$ cat src/rtl/seq_detect_param_if.sv
// Serial-input bundle for seq_detect_param: data, control, pattern load and status outputs.
// The master drives the bit stream and controls; the slave (detector) returns y, match_cnt and fill.
interface seq_detect_param_if #(
  parameter int N  = 4,
  parameter int CW = 8
);
  localparam int FW = $clog2(N + 1);

  logic          x;
  logic          in_valid;
  logic          clear;
  logic [N-1:0]  pat_in;
  logic          pat_load;
  logic          y;
  logic [CW-1:0] match_cnt;
  logic [FW-1:0] fill;

  modport master (
    output x, in_valid, clear, pat_in, pat_load,
    input  y, match_cnt, fill
  );

  modport slave (
    input  x, in_valid, clear, pat_in, pat_load,
    output y, match_cnt, fill
  );
endinterface

$ cat src/rtl/seq_detect_param.sv
// Parameterised serial pattern detector with a loadable pattern, fill tracking,
// overlapping/non-overlapping match modes and a saturating match counter.
module seq_detect_param #(
  parameter int           N       = 4,
  parameter logic [N-1:0] PATTERN = 4'b1011,
  parameter int           OVERLAP = 1,
  parameter int           CW      = 8
) (
  input  logic          clk,
  input  logic          rst,
  seq_detect_param_if.slave bus
);
  localparam int            FW        = $clog2(N + 1);
  localparam logic [FW-1:0] FILL_FULL = FW'(N);
  localparam logic [CW-1:0] CNT_MAX   = {CW{1'b1}};

  logic [N-1:0]  pat_r, pat_s;
  logic [N-1:0]  hist_r, hist_s;
  logic [FW-1:0] fill_r, fill_s;
  logic [CW-1:0] cnt_r, cnt_s;
  logic          y_r, y_s;
  logic [N-1:0]  hist_shift_s;
  logic [FW-1:0] fill_inc_s;
  logic          match_s;

  // Next-state: clear beats pat_load beats an accepted bit; y only pulses on a matching accept
  always_comb begin
    pat_s        = pat_r;
    hist_s       = hist_r;
    fill_s       = fill_r;
    cnt_s        = cnt_r;
    y_s          = 1'b0;
    hist_shift_s = {hist_r[N-2:0], bus.x};
    if (fill_r == FILL_FULL) begin
      fill_inc_s = FILL_FULL;
    end else begin
      fill_inc_s = fill_r + FW'(1);
    end
    // Requiring a full history keeps an all-zero pattern from matching the reset-zero register
    match_s = (fill_inc_s == FILL_FULL) && (hist_shift_s == pat_r);

    if (bus.clear) begin
      hist_s = {N{1'b0}};
      fill_s = {FW{1'b0}};
      cnt_s  = {CW{1'b0}};
    end else if (bus.pat_load) begin
      pat_s  = bus.pat_in;
      hist_s = {N{1'b0}};
      fill_s = {FW{1'b0}};
    end else if (bus.in_valid) begin
      hist_s = hist_shift_s;
      fill_s = fill_inc_s;
      if (match_s) begin
        y_s = 1'b1;
        if (cnt_r == CNT_MAX) begin
          cnt_s = cnt_r;
        end else begin
          cnt_s = cnt_r + CW'(1);
        end
        if (OVERLAP == 0) begin
          fill_s = {FW{1'b0}};
        end else begin
          fill_s = fill_inc_s;
        end
      end else begin
        y_s = 1'b0;
      end
    end else begin
      y_s = 1'b0;
    end
  end

  // State registers; reset restores the build-time pattern and discards all progress
  always_ff @(posedge clk or negedge rst) begin
    if (!rst) begin
      pat_r  <= PATTERN;
      hist_r <= {N{1'b0}};
      fill_r <= {FW{1'b0}};
      cnt_r  <= {CW{1'b0}};
      y_r    <= 1'b0;
    end else begin
      pat_r  <= pat_s;
      hist_r <= hist_s;
      fill_r <= fill_s;
      cnt_r  <= cnt_s;
      y_r    <= y_s;
    end
  end

  assign bus.y         = y_r;
  assign bus.match_cnt = cnt_r;
  assign bus.fill      = fill_r;
endmodule

$ cat src/flat_wrapper.sv
// flat-port wrapper written by rule: the top's interface ports become plain ports
module seq_detect_param_flat 
#(
  parameter int           N       = 4,
  parameter logic [N-1:0] PATTERN = 4'b1011,
  parameter int           OVERLAP = 1,
  parameter int           CW      = 8
)
  (clk, rst, bus_x, bus_in_valid, bus_clear, bus_pat_in, bus_pat_load, bus_y, bus_match_cnt, bus_fill);
  seq_detect_param_if #(.N(N), .CW(CW)) bus_i ();
  input  logic clk;
  input  logic rst;
  input wire logic [$bits(bus_i.x)-1:0] bus_x;
  input wire logic [$bits(bus_i.in_valid)-1:0] bus_in_valid;
  input wire logic [$bits(bus_i.clear)-1:0] bus_clear;
  input wire logic [$bits(bus_i.pat_in)-1:0] bus_pat_in;
  input wire logic [$bits(bus_i.pat_load)-1:0] bus_pat_load;
  output wire logic [$bits(bus_i.y)-1:0] bus_y;
  output wire logic [$bits(bus_i.match_cnt)-1:0] bus_match_cnt;
  output wire logic [$bits(bus_i.fill)-1:0] bus_fill;
  assign bus_i.x = bus_x;
  assign bus_i.in_valid = bus_in_valid;
  assign bus_i.clear = bus_clear;
  assign bus_i.pat_in = bus_pat_in;
  assign bus_i.pat_load = bus_pat_load;
  assign bus_y = bus_i.y;
  assign bus_match_cnt = bus_i.match_cnt;
  assign bus_fill = bus_i.fill;
  seq_detect_param #(.N(N), .PATTERN(PATTERN), .OVERLAP(OVERLAP), .CW(CW)) u_core (.clk(clk), .rst(rst), .bus(bus_i));
endmodule
$ cat config.mk
export PLATFORM = sky130hd
export DESIGN_NAME = seq_detect_param_flat
export DESIGN_NICKNAME = d
export VERILOG_FILES = /design/src/rtl/seq_detect_param_if.sv /design/src/rtl/seq_detect_param.sv /design/src/flat_wrapper.sv
export SDC_FILE = /design/constraint.sdc
export NUM_CORES = 1
export LEC_CHECK = 0
export CAP_MARGIN = 15
export CORE_MARGIN = 1.5
export CORE_UTILIZATION = 44
export CTS_CLUSTER_DIAMETER = 50
export DETAILED_ROUTE_END_ITERATION = 8
export MAX_ROUTING_LAYER = met4
export PLACE_DENSITY = 0.73
export SETUP_SLACK_MARGIN = 0.05
export SLEW_MARGIN = 40
export SYNTH_ARGS = -nofsm -noshare
export SYNTH_HDL_FRONTEND = slang
export SYNTH_SLANG_ARGS = --single-unit
$ cat constraint.sdc
create_clock -name clk -period 5.1 [get_ports clk]
set_input_delay 0.765 -clock clk [delete_from_list [all_inputs] [get_ports clk]]
set_output_delay 0.765 -clock clk [all_outputs]
set_load 0.005 [all_outputs]
==> metrics.md, run 1 <==
| Metric | Value |
|---|---|
| Status | complete, no violations |
| Initial core utilization | 45.96% |
| Post_cts resized | 0 |
| Lkg Pwr | 0.4798 nW |
| Final Max Slew Viols | 0 |
| Starting DRT DRC Count | 3 |
| Slew headroom | 71.36% |
| Share of cells above drive strength 1 | 12.82% |
| CTS Root Cell | clkbuf_4 |
| Routability cong. | 0.8041 |
| Crit path largest cell delay | 0.68 ns |
| DRT Pass-1 Iters | 2 |
| Die area | 2561 um2 |
| Routed WL | 1855 um |
| Area grow syn2layout | 24.84% |
| Std cell rows | 17 |
| Top fanout value on the critical path | 9 |
| Yosys warns | 0 |
| EDFF count, synth | 0 |
| Setup Total Neg Slack | 0 ns |
| Synthesized area per cell | 10.50 um2 |
| Gate count after technology mapping | 95 |
| Final worst-path cycle share | 46.26% |
| Post-DP HPWL | 1396 um |
| RSZ-0062 raised after global routing | false |
| Final Instance Count excl. Fillers | 145 |
| CP Cell Sequence | clkdlybuf4s50_1 -> nor3b_2 -> o221ai_2 -> or2_1 -> nor4_1 -> a211oi_1 |
| PortBufs | 21 |
| Vias in the first global route | 740 |
| Slowest cell on the critical path | clkdlybuf4s50_1 |
| Hold Buf Count CTS | 0 |
| Final total power | 0.2692 mW |
| Vias after detailed routing | 762 |
| Later-pin clock latency in the skew report | 0.29 ns |
| Internal reg-to-reg setup slack | 3.10 ns |
| Post-route minimum period | 2.359 ns |
| Layout Nets | 131 |
| Core Box Area | 2170 um2 |
| Largest net degree at the start of global routing | 20 |
| CTS tree | built |
| Antenna viol nets, final | 0 |
| Worst EP arrival | 2.53 ns |
| Global-route wire length before repair | 3167 um |
| Drt drc | 0 |
| Max-cap violations | 0 |
| P per Cell Area | 216.2 nW/um2 |
| Worst vdd ir | 0.0001285 V |
| H-tree depth reported by CTS | 1 |
| Clk buf depth | 2 |
| Synthesis-stage register bit count | 19 |
| Post-synth ARST share | 100.0% |
| CTS Sinks | 19 |
| Post-synth net total | 108 |
| Avg Vias per Cell | 5.255 |
| Total grt overflow | 0 |
| Worst setup SP type | input port |
| Placed Instances | 141 |
| Die width | 50.61 um |
| Dpl cell area | 1219 um2 |
| Antenna violations before repair | 0 |
| Avg WL per Cell | 12.79 um |
| Post-CTS Setup Inserts | 0 |
| Crit path capture type | flip-flop |
| HP Class | input port to async pin |
| Fmax | 423.9 MHz |
| Clock slew at reported path FFs | 0.11 ns |
| IO Count | 22 |
| GRT Overall Usage | 16.69% |
| Worst Max-Slew Pin Slew | 0.4282 ns |
| Final Skew | 0.003215 ns |
| Synthesized cell area | 997.2 um2 |
| Synth cell types | 31 |
| Num CTS Buffers | 3 |
| Die Ht | 50.61 um |
| N_diodes | 0 |
| Hold Fails Final Rpt | 0 |
| Register area share after synthesis | 48.06% |
| WHS | 0.3888 ns |
| Finished Cell Area | 1245 um2 |
| Crit path kind | input port to flip-flop |
| Req. time, crit path | 5.27 ns |
| Dominant synthesized flop cell | dfrtp_1 |
| Setup violations, final | 0 |
kinds of logic after synthesis:
logic type	share of synthesized area [%]
DFF	48.06
and+or+nand+nor	21.08
AOI/OAI and AO/OA	7.152
buffers and inverters	3.387
muxes	9.536
xor gates and xnor gates	7.027
adders and majority gates	3.765
synthesized netlist by cell type (2+ instances only):
master     n  area share, %
a21oi_1    5            2.5
clkbuf_1   2           0.75
dfrtp_1   16             40
dfstp_2    3            7.9
ha_1       3            3.8
inv_1      4            1.5
mux2_2     4            4.5
mux2i_1    5            5.0
nand2_1    2           0.75
nand3_1    5            2.5
nand4_1    2            1.3
nor2_1    14            5.3
nor3_1     2            1.0
nor4_1     4            2.5
xnor2_1    8            7.0
cells in the final DEF (no fill, tap or decap), drive strengths merged, types with 4 or more instances in the layout:
| cell | instances |
|---|---|
| dfrtp | 16 |
| nor4 | 4 |
| nor2 | 14 |
| inv | 4 |
| xnor2 | 8 |
| a21oi | 5 |
| nand3 | 5 |
| clkdlybuf4s50 | 20 |
| mux2i | 5 |
| clkbuf | 4 |
| mux2 | 4 |
path summary, 6_finish.rpt:
kind	from	depth (start not counted)	to
setup / recovery	bus_in_valid	6	u_core.bus.match_cnt[6]$_DFFE_PN0P_
hold / removal	rst	1	u_core.bus.match_cnt[6]$_DFFE_PN0P_
setup reg to reg	u_core.bus.fill[0]$_DFFE_PN0P_	7	u_core.bus.match_cnt[6]$_DFFE_PN0P_
hold reg to reg	u_core.bus.match_cnt[6]$_DFFE_PN0P_	1	u_core.bus.match_cnt[6]$_DFFE_PN0P_
max in group asynchronous	rst	1	u_core.pat_r[3]$_DFFE_PN1P_
min in group clk	u_core.bus.match_cnt[6]$_DFFE_PN0P_	1	u_core.bus.match_cnt[6]$_DFFE_PN0P_
worst max-delay path: cells and delay by family:
kind	cells	cell delay, ns
AO/OA/AOI/OAI	2	0.28
buffers and inverters	1	0.68
AND/OR/NAND/NOR	3	0.81
power breakdown:
| group | internal, mW | total (mW) | switching (mW) |
|---|---|---|---|
| clock network | 0.0304 | 0.0758 | 0.0455 |
| logic | 0.0173 | 0.0307 | 0.0134 |
| registers | 0.159 | 0.163 | 0.00403 |
| total | 0.206 | 0.269 | 0.0629 |
cell type report:
type                       count  area, um2
fill                         201      924.6
multi-input combinational     69      484.2
sequential                    19      479.2
timing repair buffer          21      205.2
tap                           28      35.03
clock buffer                   4      26.28
inverter                       4      15.01
sequential cells by signal, summed over array words and instances (netlist names):
name                  count
u_core.hist_r             3
u_core.bus.y              1
u_core.bus.fill           3
u_core.pat_r              4
u_core.bus.match_cnt      8
metrics by stage:
stage	setup slack, ns	utilization, %
2_1_floorplan	3.196	-
3_3_place_gp	2.496	56.40
3_5_place_dp	2.433	56.17
4_1_cts	2.747	57.38
5_1_grt	2.669	57.38
6_report	2.741	57.38
layer usage:
metal	track usage (%)	vias to the layer above	share of wire [%]
li1	-	378	-
met1	20.77	373	45
met2	27.85	9	51
met3	1.786	2	2.0
met4	6.757	0	0.92
met5	-	-	0
(Power assumes the default switching activity.)
==> inputs of run 2 (changes only) <==
- PLACE_DENSITY: 0.73 -> 0.76
- clock period: 5.1 -> 2.13 ns (I/O delays scaled with it)
==> run 2 against run 1 <==
Via count grew 5.0%; register-to-register slack lost 3.0 ns; total power grew 140%; largest power group unchanged; final cell count grew 4.1%; clock skew grew 0.0030 ns; clock-buffer cell count is the same; worst hold slack lost 0.050 ns; critical endpoint is now u_core.bus.match_cnt[5]$_DFFE_PN0P_; sequential power grew 140%; global-route usage grew 1.5 points; sequential cell count is the same.
==> metrics.md, run 2 (synthesis gave the netlist of run 1 again) <==
| Metric | Value |
|---|---|
| Status | complete, no violations |
| Routability cong. | 0.8121 (+0.99%) |
| Worst EP arrival | 2.19 ns (-0.34 ns) |
| Reg2Reg Depth | 7 (unchanged) |
| CTS Sinks | 19 (unchanged) |
| Antenna violations before repair | 0 (unchanged) |
| Max-cap violations | 0 (unchanged) |
| Reg2reg start | u_core.bus.fill[0]$_DFFE_PN0P_ |
| Top Usage Layer GRT | met2 |
| Post-route minimum period | 2.010 ns |
| Avg Vias per Cell | 5.298 (+0.82%) |
| Fillers | 187 (-7.0%) |
| Share of cells above drive strength 1 | 19.51% (+6.7 points) |
| Crit path buf inv count | 1 (unchanged) |
| Setup violations, final | 0 (unchanged) |
| Setup Total Neg Slack | 0 ns (unchanged) |
| Final Skew | 0.006194 ns (+0.002978 ns) |
| Die width | 50.61 um (unchanged) |
| Layout Nets | 137 (+4.6%) |
| GRT met2 Usage | 32.24% (+4.4 points) |
| Routed WL | 1947 um (+5.0%) |
| Total grt overflow | 0 (unchanged) |
| DRT Pass-1 Iters | 4 (+2) |
| GRT Overall Usage | 18.15% (+1.5 points) |
| Placed Instances | 144 (+2.1%) |
| Worst setup SP type | flip-flop |
| Final Instance Count excl. Fillers | 151 (+4.1%) |
| Starting DRT DRC Count | 18 (+15) |
| PortBufs | 21 (unchanged) |
| Vias in the first global route | 819 (+11%) |
| Final worst-path cycle share | 94.37% |
| IO Count | 22 (unchanged) |
| P per Cell Area | 493.4 nW/um2 (+130%) |
| Later-pin clock latency in the skew report | 0.29 ns (about the same) |
| CTS Root Cell | clkbuf_4 |
| Largest net degree at the start of global routing | 20 (unchanged) |
| Final Max Slew Viols | 0 (unchanged) |
| Antenna viol nets, final | 0 (unchanged) |
| N_diodes | 0 (unchanged) |
| GR Util met3 | 1.786% (unchanged) |
| WHS | 0.3387 ns (-0.05012 ns) |
| Vias after detailed routing | 800 (+5.0%) |
| Area grow syn2layout | 33.00% |
| Commonest non-fill, non-tap cell in the layout | clkdlybuf4s50_1 |
| HP Class | input port to async pin |
| Dpl cell area | 1246 um2 (+2.3%) |
| Top delay family on crit path | compound AO/OA/AOI/OAI gates |
| Slew headroom | 69.28% (-2.1 points) |
| Core Box Area | 2170 um2 (unchanged) |
| Final Core Density | 61.13% (+3.7 points) |
| CP Cell Sequence | buf_4 -> ha_1 -> a21boi_1 -> o221ai_4 -> or2_4 -> o31ai_2 -> a21oi_1 |
| Drt drc | 0 (unchanged) |
| Req. time, crit path | 2.31 ns (-2.96 ns) |
| H-tree depth reported by CTS | 1 (unchanged) |
| Routing usage on met1 | 21.24% (+0.47 points) |
| Top fanout value on the critical path | 6 (-3) |
| Avg WL per Cell | 12.89 um (+0.79%) |
| Clk buf depth | 2 (unchanged) |
| Flip-flop count of the largest register after layout | 8 (unchanged) |
| Slowest cell on the critical path | dfrtp_1 |
| Num CTS Buffers | 3 (unchanged) |
| Crit path kind | flip-flop to flip-flop |
| RSZ-0062 raised after global routing | false |
| Std cell rows | 17 (unchanged) |
| Clock slew at reported path FFs | 0.11 ns (about the same) |
| CTS tree | built |
| Worst vdd ir | 0.0004343 V (+240%) |
| Crit path capture type | flip-flop |
| Initial core utilization | 45.96% (unchanged) |
| Finished Cell Area | 1326 um2 (+6.5%) |
| Internal reg-to-reg setup slack | 0.12 ns (-2.98 ns) |
| Die Ht | 50.61 um (unchanged) |
| Global-route wire length before repair | 3456 um (+9.1%) |
| Fmax | 497.5 MHz |
| Worst Max-Slew Pin Slew | 0.4591 ns (+0.03090 ns) |
| Crit Reg-Reg Endpoint | u_core.bus.match_cnt[5]$_DFFE_PN0P_ |
| Leading cell types in the layout, fill and taps excluded | clkdlybuf4s50_1 (21), dfrtp_1 (16), nor2_1 (14) |
| Lkg Pwr | 0.5241 nW (+9.3%) |
| Die area | 2561 um2 (unchanged) |
| Post-DP HPWL | 1410 um (+1.0%) |
| Hold Fails Final Rpt | 0 (unchanged) |
| Crit path largest cell delay | 0.42 ns (-0.26 ns) |
-- run 2: worst max-delay path by stage --
stage / startpoint / endpoint / slack, ns / cells after the start
after floorplan: u_core.bus.fill[0]$_DFFE_PN0P_ / u_core.bus.match_cnt[6]$_DFFE_PN0P_ / 0.32 / 7
after global placement: bus_x / u_core.bus.match_cnt[6]$_DFFE_PN0P_ / 0.16 / 6
after detailed placement: bus_x / u_core.bus.match_cnt[6]$_DFFE_PN0P_ / 0.03 / 6
after CTS: u_core.bus.fill[0]$_DFFE_PN0P_ / u_core.bus.match_cnt[6]$_DFFE_PN0P_ / 0.13 / 7
after global routing: u_core.bus.fill[0]$_DFFE_PN0P_ / u_core.bus.match_cnt[5]$_DFFE_PN0P_ / 0.02 / 7
final: u_core.bus.fill[0]$_DFFE_PN0P_ / u_core.bus.match_cnt[5]$_DFFE_PN0P_ / 0.12 / 7
-- run 2: worst reg2reg max path: cells and delay by family, from the launching register on --
family                     cells  cell delay (ns)
AOI/OAI and AO/OA              4             0.79
adders and majority gates      1             0.25
buffers and inverters          1             0.15
DFF                            1             0.42
and+or+nand+nor                1             0.29
-- run 2: timing repair --
| item | in CTS | in global routing |
|---|---|---|
| setup endpoints to repair | 0 | 4 |
| hold buffers | 0 | 0 |
| buffers inserted | 0 | 3 |
| resized for setup | 0 | 5 |
-- run 2: area by class of cell --
| type | instances | area (um2) | share of cell area (%) |
|---|---|---|---|
| clock buffers | 4 | 26.28 | 1.981 |
| inverters | 4 | 15.01 | 1.132 |
| multi-input cells | 69 | 515.5 | 38.87 |
| flip-flops and latches | 19 | 479.2 | 36.13 |
| well taps | 28 | 35.03 | 2.642 |
| repair buffers | 27 | 255.2 | 19.25 |
-- run 2: per-layer routing --
layer  part of all wire [%]  wire length, um
met2                     55             1076
met4                      0                0
met5                      0                0
met1                     43              831
met3                    2.0               39
-- run 2: stage by stage --
step	setup slack, ns	total power, mW
floorplan	0.3167	0.4394
global placement	0.1624	0.4742
detailed placement	0.03336	0.4782
CTS	0.1294	0.6595
global route	0.01783	0.6893
finish	0.1198	0.6543
-- run 2: power by group --
| group | switching [mW] | leakage [nW] | internal (mW) |
|---|---|---|---|
| Sequential | 0.00991 | 0.252 | 0.380 |
| Clock | 0.108 | 0.0150 | 0.0728 |
| Combinational | 0.0351 | 0.257 | 0.0481 |
